[config.mk]
export PLATFORM = sky130hd
export DESIGN_NAME = tilemap_writer
export DESIGN_NICKNAME = d
export VERILOG_FILES = /design/src/rtl/tilemap_pkg.sv /design/src/rtl/tm_write_fifo.sv /design/src/rtl/tilemap_writer.sv
export SDC_FILE = /design/constraint.sdc
export NUM_CORES = 1
export LEC_CHECK = 0
export CAP_MARGIN = 30
export CORE_MARGIN = 1
export CORE_UTILIZATION = 34
export DETAILED_ROUTE_END_ITERATION = 8
export GPL_TIMING_DRIVEN = 0
export RECOVER_POWER = 100
export SLEW_MARGIN = 40
export SYNTH_ARGS = -nofsm -noshare
export SYNTH_HDL_FRONTEND = slang
export SYNTH_SLANG_ARGS = --single-unit
[constraint.sdc]
create_clock -name clk -period 4.2 [get_ports clk]
set_clock_uncertainty 0.1 [all_clocks]
set_input_delay 0.42 -clock clk [delete_from_list [all_inputs] [get_ports clk]]
set_output_delay 0.42 -clock clk [all_outputs]
set_load 0.005 [all_outputs]
[src/rtl/tilemap_pkg.sv]
// Shared types and constants for the tilemap RAM write path.
package tilemap_pkg;

    localparam int TM_ENTRIES      = 256;
    localparam int ACTIVE_ROWS_DEF = 128;
    localparam int ACTIVE_COLS_DEF = 128;

    typedef logic [7:0] tm_addr_t;
    typedef logic [7:0] tm_entry_t;

    typedef struct packed {
        tm_addr_t  addr;
        tm_entry_t data;
    } tm_wr_t;

    typedef enum logic [1:0] {
        IDLE       = 2'd0,
        WAIT_EMPTY = 2'd1,
        FILL       = 2'd2
    } tmw_state_t;

endpackage

[src/rtl/tm_write_fifo.sv]
// Small synchronous FIFO buffering host tilemap writes until the beam leaves
// the active region.
module tm_write_fifo
    import tilemap_pkg::*;
#(
    parameter int DEPTH = 4
) (
    input  logic                   clk,
    input  logic                   rst,
    input  logic                   push,
    input  logic                   pop,
    input  tm_wr_t                 din,
    output tm_wr_t                 dout,
    output logic                   full,
    output logic                   empty,
    output logic [$clog2(DEPTH):0] count
);
    localparam int PW = $clog2(DEPTH);

    tm_wr_t        mem_q [DEPTH];
    tm_wr_t        mem_d [DEPTH];
    logic [PW-1:0] wr_ptr_q, wr_ptr_d;
    logic [PW-1:0] rd_ptr_q, rd_ptr_d;
    logic [PW:0]   count_q, count_d;
    logic          do_push, do_pop;

    assign full  = (count_q == (PW+1)'(DEPTH));
    assign empty = (count_q == '0);
    assign count = count_q;
    assign dout  = mem_q[rd_ptr_q];

    always_comb begin
        do_push  = push && !full;
        do_pop   = pop && !empty;
        mem_d    = mem_q;
        wr_ptr_d = wr_ptr_q;
        rd_ptr_d = rd_ptr_q;
        count_d  = count_q;
        if (do_push) begin
            mem_d[wr_ptr_q] = din;
            wr_ptr_d        = wr_ptr_q + PW'(1);
        end
        if (do_pop) begin
            rd_ptr_d = rd_ptr_q + PW'(1);
        end
        case ({do_push, do_pop})
            2'b10:   count_d = count_q + (PW+1)'(1);
            2'b01:   count_d = count_q - (PW+1)'(1);
            default: count_d = count_q;
        endcase
    end

    always_ff @(posedge clk) begin
        if (rst) begin
            wr_ptr_q <= '0;
            rd_ptr_q <= '0;
            count_q  <= '0;
        end else begin
            wr_ptr_q <= wr_ptr_d;
            rd_ptr_q <= rd_ptr_d;
            count_q  <= count_d;
        end
    end

    // Storage needs no reset: entries are only read while count is nonzero.
    always_ff @(posedge clk) begin
        mem_q <= mem_d;
    end

endmodule

[src/rtl/tilemap_writer.sv]
// Tilemap RAM write agent: buffers host writes and runs a clear/fill engine,
// committing to the RAM only while the beam is outside the active region.
//
//  state      | meaning
//  IDLE       | drain host FIFO during blanking; accept host writes and fill_start
//  WAIT_EMPTY | fill requested; host blocked until the FIFO has drained
//  FILL       | write latched fill value to entries 0..255, one per blanking cycle
module tilemap_writer
    import tilemap_pkg::*;
#(
    parameter int FIFO_DEPTH  = 4,
    parameter int ACTIVE_ROWS = ACTIVE_ROWS_DEF,
    parameter int ACTIVE_COLS = ACTIVE_COLS_DEF
) (
    input  logic       clk,
    input  logic       rst,
    input  logic [8:0] row,
    input  logic [9:0] col,
    input  logic       wr_valid,
    output logic       wr_ready,
    input  logic [7:0] wr_addr,
    input  logic [7:0] wr_data,
    input  logic       fill_start,
    input  logic [7:0] fill_value,
    output logic       fill_busy,
    output logic       fill_done,
    output logic       ram_we,
    output logic [7:0] ram_addr,
    output logic [7:0] ram_din
);
    localparam logic [9:0]  ROW_LIM   = 10'(ACTIVE_ROWS);
    localparam logic [10:0] COL_LIM   = 11'(ACTIVE_COLS);
    localparam tm_addr_t    LAST_ADDR = tm_addr_t'(TM_ENTRIES - 1);

    tmw_state_t state_q, state_d;
    logic       win_q, win_d;
    tm_entry_t  fill_val_q, fill_val_d;
    tm_addr_t   fill_cnt_q, fill_cnt_d;
    logic       ram_we_q, ram_we_d;
    tm_addr_t   ram_addr_q, ram_addr_d;
    tm_entry_t  ram_din_q, ram_din_d;
    logic       fill_done_q, fill_done_d;

    logic                          fifo_push, fifo_pop, fifo_full, fifo_empty;
    logic [$clog2(FIFO_DEPTH):0]   fifo_count;
    tm_wr_t                        fifo_head;

    // Ready depends only on registered state, never on wr_valid.
    assign wr_ready  = !fifo_full && (state_q == IDLE);
    assign fifo_push = wr_valid && wr_ready;
    assign fill_busy = (state_q != IDLE);
    assign fill_done = fill_done_q;
    assign ram_we    = ram_we_q;
    assign ram_addr  = ram_addr_q;
    assign ram_din   = ram_din_q;

    tm_write_fifo #(.DEPTH(FIFO_DEPTH)) u_fifo (
        .clk   (clk),
        .rst   (rst),
        .push  (fifo_push),
        .pop   (fifo_pop),
        .din   ('{addr: wr_addr, data: wr_data}),
        .dout  (fifo_head),
        .full  (fifo_full),
        .empty (fifo_empty),
        .count (fifo_count)
    );

    always_comb begin
        state_d     = state_q;
        win_d       = !(({1'b0, row} < ROW_LIM) && ({1'b0, col} < COL_LIM));
        fill_val_d  = fill_val_q;
        fill_cnt_d  = fill_cnt_q;
        ram_we_d    = 1'b0;
        ram_addr_d  = ram_addr_q;
        ram_din_d   = ram_din_q;
        fill_done_d = 1'b0;
        fifo_pop    = 1'b0;

        unique case (state_q)
            IDLE: begin
                fifo_pop = win_q && !fifo_empty;
                if (fill_start) begin
                    state_d    = WAIT_EMPTY;
                    fill_val_d = fill_value;
                end
            end
            WAIT_EMPTY: begin
                if (fifo_count == '0) begin
                    state_d    = FILL;
                    fill_cnt_d = '0;
                end else begin
                    fifo_pop = win_q;
                end
            end
            FILL: begin
                if (win_q) begin
                    ram_we_d   = 1'b1;
                    ram_addr_d = fill_cnt_q;
                    ram_din_d  = fill_val_q;
                    fill_cnt_d = fill_cnt_q + 8'd1;
                    if (fill_cnt_q == LAST_ADDR) begin
                        state_d     = IDLE;
                        fill_done_d = 1'b1;
                    end
                end
            end
            default: state_d = IDLE;
        endcase

        if (fifo_pop) begin
            ram_we_d   = 1'b1;
            ram_addr_d = fifo_head.addr;
            ram_din_d  = fifo_head.data;
        end
    end

    always_ff @(posedge clk) begin
        if (rst) begin
            state_q     <= IDLE;
            win_q       <= 1'b0;
            fill_val_q  <= '0;
            fill_cnt_q  <= '0;
            ram_we_q    <= 1'b0;
            ram_addr_q  <= '0;
            ram_din_q   <= '0;
            fill_done_q <= 1'b0;
        end else begin
            state_q     <= state_d;
            win_q       <= win_d;
            fill_val_q  <= fill_val_d;
            fill_cnt_q  <= fill_cnt_d;
            ram_we_q    <= ram_we_d;
            ram_addr_q  <= ram_addr_d;
            ram_din_q   <= ram_din_d;
            fill_done_q <= fill_done_d;
        end
    end

endmodule

==> results of run 1 <==
==> layout make-up <==
class	count	area [µm²]
Timing Repair Buffer	52	520
Clock inverter	7	61.3
Clock buffer	9	225
Tap cell	168	210
Sequential cell	108	2800
Inverter	9	33.8
Multi-Input combinational cell	173	1420
Fill cell	1124	6900
Buffer	16	82.6
==> cell families after synthesis <==
| group | count (synthesis) | synth area share |
|---|---|---|
| buffers and inverters | 25 | 0.0290 |
| adders and majority gates | 7 | 0.0218 |
| DFF | 108 | 0.643 |
| muxes | 32 | 0.119 |
| AOI/OAI and AO/OA | 44 | 0.0795 |
| xor gates and xnor gates | 7 | 0.0141 |
| and+or+nand+nor | 83 | 0.0930 |
==> how the worst max path moves through the flow <==
stage	start	to	depth (start not counted)
2_1_floorplan	u_fifo.count[0]$_SDFFE_PP0P_	u_fifo.count[2]$_SDFFE_PP0P_	11
3_3_place_gp	wr_valid	u_fifo.mem_q[2]$_DFFE_PP_	4
3_5_place_dp	wr_valid	u_fifo.count[2]$_SDFFE_PP0P_	10
4_1_cts	u_fifo.count[2]$_SDFFE_PP0P_	u_fifo.count[2]$_SDFFE_PP0P_	10
5_1_grt	u_fifo.rd_ptr_q[0]$_SDFFE_PP0P_	ram_addr[0]$_SDFFE_PP0P_	5
6_report	state_q[0]$_SDFFE_PP0P_	u_fifo.mem_q[55]$_DFFE_PP_	4
==> cells in the final DEF, fill, tap and decap left out, types with 9 or more instances in the layout <==
cell             Yosys  layout
edfxtp_1            64      64
dfxtp_1             44      44
dlygate4sd3_1        0      36
nor2_1              27      27
nand2_1             23      23
a21oi_1             20      20
mux2i_1             16      16
mux4_2              16      16
clkdlybuf4s50_1      0      16
a211oi_2            16      15
clkbuf_1             6      10
clkbuf_16            0       9
==> through the flow <==
step	total power, mW	cells
6_report	3.15	542
2_1_floorplan	2.04	306
3_5_place_dp	2.42	526
3_3_place_gp	2.40	526
4_1_cts	3.23	542
5_1_grt	3.33	542
==> metal layers <==
metal  share of wire  up-vias  wire (µm)
met1            0.44     1269       3750
met5               0        -          0
met2            0.51       42       4300
met3           0.031       10        262
met4           0.017        0        141
li1                -     1257          -
==> synthesized netlist by cell type <==
| master | instances | share of area |
|---|---|---|
| a21boi_1 | 1 | 0.0017 |
| nand4_1 | 1 | 0.0014 |
| inv_2 | 1 | 0.00086 |
| mux4_2 | 16 | 0.083 |
| ha_1 | 6 | 0.017 |
| or3_1 | 5 | 0.0072 |
| edfxtp_1 | 64 | 0.44 |
| nor2_1 | 27 | 0.023 |
| and2_1 | 6 | 0.0086 |
| xnor2_1 | 4 | 0.0080 |
| a2111oi_0 | 1 | 0.0020 |
| nand3b_1 | 2 | 0.0034 |
| inv_1 | 8 | 0.0069 |
| or3b_1 | 2 | 0.0040 |
| nor4b_1 | 1 | 0.0020 |
| a211oi_2 | 16 | 0.046 |
| nand2b_1 | 1 | 0.0014 |
| clkbuf_1 | 6 | 0.0052 |
| buf_6 | 2 | 0.0052 |
| buf_4 | 3 | 0.0052 |
| nor2_2 | 1 | 0.0014 |
| xor2_1 | 3 | 0.0060 |
| mux2i_1 | 16 | 0.037 |
| nor3_2 | 1 | 0.0023 |
| dfxtp_1 | 44 | 0.20 |
| buf_2 | 5 | 0.0057 |
| and4bb_2 | 1 | 0.0029 |
| a21oi_1 | 20 | 0.023 |
| o21ai_0 | 6 | 0.0069 |
| and3_1 | 2 | 0.0029 |
| fa_1 | 1 | 0.0046 |
| nand2_1 | 23 | 0.020 |
| nor3_1 | 3 | 0.0034 |
| nor4_1 | 1 | 0.0014 |
| nand3_1 | 4 | 0.0046 |
| nor2b_1 | 2 | 0.0029 |
==> state kept, by name, indices dropped and copies added, names as in the netlist <==
signal           count
fill_cnt_q           8
u_fifo.count         3
u_fifo.rd_ptr_q      2
fill_val_q           8
ram_we               1
fill_done            1
win_q                1
ram_addr             8
state_q              2
u_fifo.mem_q        64
ram_din              8
u_fifo.wr_ptr_q      2
==> where the power goes <==
group	switching, mW	internal, mW
combinational	0.467	0.452
sequential	0.0857	1.32
clock	0.403	0.417
total	0.956	2.19
==> worst register-to-register path, cell delays in order, from the launching register on <==
cell	delay (ps)
dfxtp_1	370
nor2_1	330
and3_1	220
clkbuf_1	290
and2_0	1000
==> summary.txt, run 1 <==
PostCTS Resize Cnt: 0
CP cell instances: nor2_1 > and3_1 > clkbuf_1 > and2_0
Tightest Pin Transition: 1230 ps
Chip Height: 115 µm
Via/cell ratio: 4.76
Detailed Routing Iterations Pass 1: 4
Fmax: 0.370 GHz
IO Pins: 67
Crit. End Element: flop
GRT Max-Usage Layer: met2
# rows: 40
Initial antenna violation count: 0
Utilization after layout: 0.437
Hold slack: 362 ps
Post-DRT Antenna Nets: 0
Place WS: 1550 ps
Post-DP Area: 0.00509 mm²
Critical-path maximum fanout: 16
Cells after Synth: 306
GR Layer Usage met2: 0.237
Post-synthesis net count: 360
Slowest cell on the critical path: and2_0
RSZ-0062 raised after global routing: no
Vias in the first global route: 2634
Hold EP: fill_val_q[0]$_SDFFE_PP0P_
Maxcap violations: 0
Layout area overhead: 23.0%
Reg2reg end: u_fifo.mem_q[55]$_DFFE_PP_
Type of the tightest min-delay check: flop to flop
Remaining DRCs: 0
Crit Path Class: flop to flop
First-pass GRT wire length: 13500 µm
Critical path buffers and inverters: 1
Core ar.: 0.0123 mm²
GRT Resource Usage Total: 0.138
Die area: 0.0133 mm²
Hold Path Cell Cnt: 2
Syn Area/Cell: 14.2 µm²
Post-CTS Setup Bufs: 0
Peak VDD IR: 219 µV
Crit share post-route: 0.643
FF-to-FF path depth: 4
Reg2Reg Setup Slack: 1500 ps
Clock Pin Slew Worst Setup and Hold Paths: 80 ps
Worst skew pair latency: 350 ps
TritonCTS clock tree: yes
CP startpoint kind: flop
Die width: 115 µm
Register bit total from synthesis: 108
GRT Residual Overflow: 0
Via count: 2578
Mapped cell area: 0.00436 mm²
M3 GR Usage: 0.0242
Final setup vio count: 0
Largest net degree at the start of global routing: 21
Ant. Diodes: 0
Final Slew Violations: 0
CTS H-tree depth: 3
Final hold violation count: 0
Final net count: 423
Max_slew headroom: 0.180
Reg2reg start: state_q[0]$_SDFFE_PP0P_
Yosys synthesis warning count: 0
Share of cells above drive strength 1: 0.147
Starting DRT DRC Count: 95
P per Cell Area: 587 mW/mm²
Drt total wl: 8450 µm
TritonCTS buffer count: 9
Pleak: 1.90 nW
Longest Clk Path Bufs: 2
Max stage delay on crit path: 1000 ps
Root buf cell: clkbuf_16
Post-synth cell types: 36
Fin Setup TNS: 0 ps
Initial Utilization: 0.355
Final WS setup: 1500 ps
Largest delay share family, worst path: simple AND/OR/NAND/NOR gates
Port Buf Inserts: 52
Worst EP arrival: 2560 ps
Post-CTS Hold Buffers: 0
Fin crit period: 2700 ps
Status: completed
Hold path start: fill_val_q[0]$_SDFFE_PP0P_
GR met1 Demand/Resource: 0.173
Critical Path RT: 4060 ps
Drt wl/cell: 15.6 µm
DPL Wire Length: 5830 µm
Sequential share of the synthesized area: 0.643
Clock sinks: 108
Post-route cell area: 0.00536 mm²
Gpl congestion: 0.761
Note: power is estimated with default switching activity, not from simulation.
==> inputs of run 2 (changes only) <==
- clock period: 4.2 -> 2.5 ns (I/O delays scaled with it)
==> run 2 against run 1 <==
Compared with the run above:
- count of clock-buffer cells in the layout unchanged
- sequential share of layout area shrank 0.27 points
- die area stayed put
- sequential power is 68% higher
- first-iteration DRC count down 21%
- power rose by 70%
- non-clock buffer count increased by 2
- cell area increased by 0.75%
- combinational power is 75% higher
- largest power group unchanged
- critical path depth up 5
- worst setup slack worse by 1400 ps
- largest cell class unchanged
==> summary.txt, run 2 (synthesis results as in run 1) <==
Ant. Diodes: 0 (unchanged)
Register with the most flip-flops: u_fifo.mem_q (unchanged)
TritonCTS clock tree: yes (unchanged)
Clock sinks: 108 (unchanged)
Critical-path maximum fanout: 7 (was 16)
Chip Height: 115 µm (unchanged)
CP startpoint kind: flop (unchanged)
Remaining DRCs: 0 (unchanged)
Final hold violation count: 0 (unchanged)
Post-layout power: 5.35 mW (was 3.15 mW)
Fin crit period: 2400 ps (was 2700 ps)
Drt total wl: 8550 µm (was 8450 µm)
GRT Max-Usage Layer: met2 (unchanged)
Port Buf Inserts: 52 (unchanged)
DPL Wire Length: 5830 µm (unchanged)
Vias in the first global route: 2650 (was 2634)
Fin Setup TNS: 0 ps (unchanged)
Crit Path Class: flop to flop (unchanged)
Gpl congestion: 0.761 (unchanged)
Initial antenna violation count: 0 (unchanged)
GRT Residual Overflow: 0 (unchanged)
IO Pins: 67 (unchanged)
Final Slew Violations: 0 (unchanged)
Longest Clk Path Bufs: 2 (unchanged)
CTS H-tree depth: 3 (unchanged)
Maxcap violations: 0 (unchanged)
Starting DRT DRC Count: 75 (was 95)
First-pass GRT wire length: 13600 µm (was 13500 µm)
TritonCTS buffer count: 9 (unchanged)
# rows: 40 (unchanged)
Pleak: 1.93 nW (was 1.90 nW)
Peak VDD IR: 375 µV (was 219 µV)
Post-route cell area: 0.00540 mm² (was 0.00536 mm²)
Final net count: 425 (was 423)
Max_slew headroom: 0.431 (was 0.180)
Layout area overhead: 23.9% (was 23.0%)
Via/cell ratio: 4.76 (about the same)
GR Layer Usage met2: 0.240 (was 0.237)
Fmax: 0.417 GHz (was 0.370 GHz)
Share of cells above drive strength 1: 0.181 (was 0.147)
Crit. End Element: flop (unchanged)
Post-CTS Hold Buffers: 0 (unchanged)
Initial Utilization: 0.355 (unchanged)
Die area: 0.0133 mm² (unchanged)
Root buf cell: clkbuf_16 (unchanged)
Status: completed (unchanged)
Most common cell after layout, fill and taps aside: edfxtp_1 (unchanged)
Via count: 2588 (was 2578)
Worst EP arrival: 2560 ps (about the same)
Clock Pin Slew Worst Setup and Hold Paths: 80 ps (about the same)
Detailed Routing Iterations Pass 1: 4 (unchanged)
Worst skew pair latency: 350 ps (about the same)
Post-DP Area: 0.00509 mm² (unchanged)
Die width: 115 µm (unchanged)
Tightest Pin Transition: 846 ps (was 1230 ps)
Crit share post-route: 0.958 (was 0.643)
Max reg flops: 64 (unchanged)
Commonest non-fill, non-tap cells in the layout: edfxtp_1 (64), dfxtp_1 (41), dlygate4sd3_1 (36) (was edfxtp_1 (64), dfxtp_1 (44), dlygate4sd3_1 (36))
GRT Resource Usage Total: 0.139 (was 0.138)
Post-DRT Antenna Nets: 0 (unchanged)
GR met1 Demand/Resource: 0.173 (unchanged)
Critical Path RT: 2670 ps (was 4060 ps)
M3 GR Usage: 0.0242 (unchanged)
Core ar.: 0.0123 mm² (unchanged)
Final setup vio count: 0 (unchanged)
Largest net degree at the start of global routing: 21 (unchanged)
Place WS: -130 ps (was 1550 ps)
Drt wl/cell: 15.7 µm (was 15.6 µm)
Final WS setup: 104 ps (was 1500 ps)
Type of the tightest min-delay check: input port to flop (was flop to flop)
P per Cell Area: 991 mW/mm² (was 587 mW/mm²)
[run 2: power by group]
group	total, mW	internal (mW)	leakage, nW	switching (mW)
clock	1.38	0.700	0.142	0.679
sequential	2.37	2.23	0.945	0.143
combinational	1.61	0.801	0.842	0.806
[run 2: metrics by stage]
| step | hold slack (ps) | instances | utilization |
|---|---|---|---|
| 2_1_floorplan | 249 | 306 | - |
| 3_5_place_dp | 353 | 526 | 0.415 |
| 4_1_cts | 359 | 543 | 0.441 |
| 6_report | 357 | 544 | 0.440 |
| 3_3_place_gp | 342 | 526 | 0.415 |
| 5_1_grt | 376 | 544 | 0.440 |
[run 2: critical path, cell delays in order (launching register included)]
cell     delay [ps]
dfxtp_2         350
or3b_4          390
and3_4          190
inv_2            60
ha_2            170
inv_1            50
fa_2            330
xor2_1          150
or3_1           380
a21oi_1         140
[run 2: worst paths after layout]
kind / slack (ps) / startpoint / cells past startpoint / to
setup / recovery: 100 / u_fifo.count[2]$_SDFFE_PP0P_ / 9 / u_fifo.count[2]$_SDFFE_PP0P_
hold / removal: 360 / fill_value[1] / 3 / fill_val_q[1]$_SDFFE_PP0P_
setup reg to reg: 100 / u_fifo.count[2]$_SDFFE_PP0P_ / 9 / u_fifo.count[2]$_SDFFE_PP0P_
hold reg to reg: 360 / fill_val_q[0]$_SDFFE_PP0P_ / 2 / fill_val_q[0]$_SDFFE_PP0P_
[run 2: repair_timing]
item / 4_1_cts / 5_1_grt
pin swaps: 2 / 5
cloned: 0 / 0
setup endpoints to repair: 1 / 1
resized for setup: 7 / 3
setup buffers: 2 / 2
[run 2: cell type report]
| type | instances | area (µm²) |
|---|---|---|
| inverter | 9 | 33.8 |
| multi-input combinational | 173 | 1440 |
| clock buffer | 9 | 225 |
| timing repair buffer | 56 | 551 |
| sequential | 108 | 2810 |
| tap | 168 | 210 |
| buffer | 14 | 73.8 |
| clock inverter | 7 | 61.3 |
| fill | 1117 | 6860 |
[run 2: per-layer routing]
metal | vias up | part of all wire
met3 | 11 | 0.030
met4 | 0 | 0.017
li1 | 1259 | -
met5 | - | 0
met1 | 1280 | 0.44
met2 | 38 | 0.51
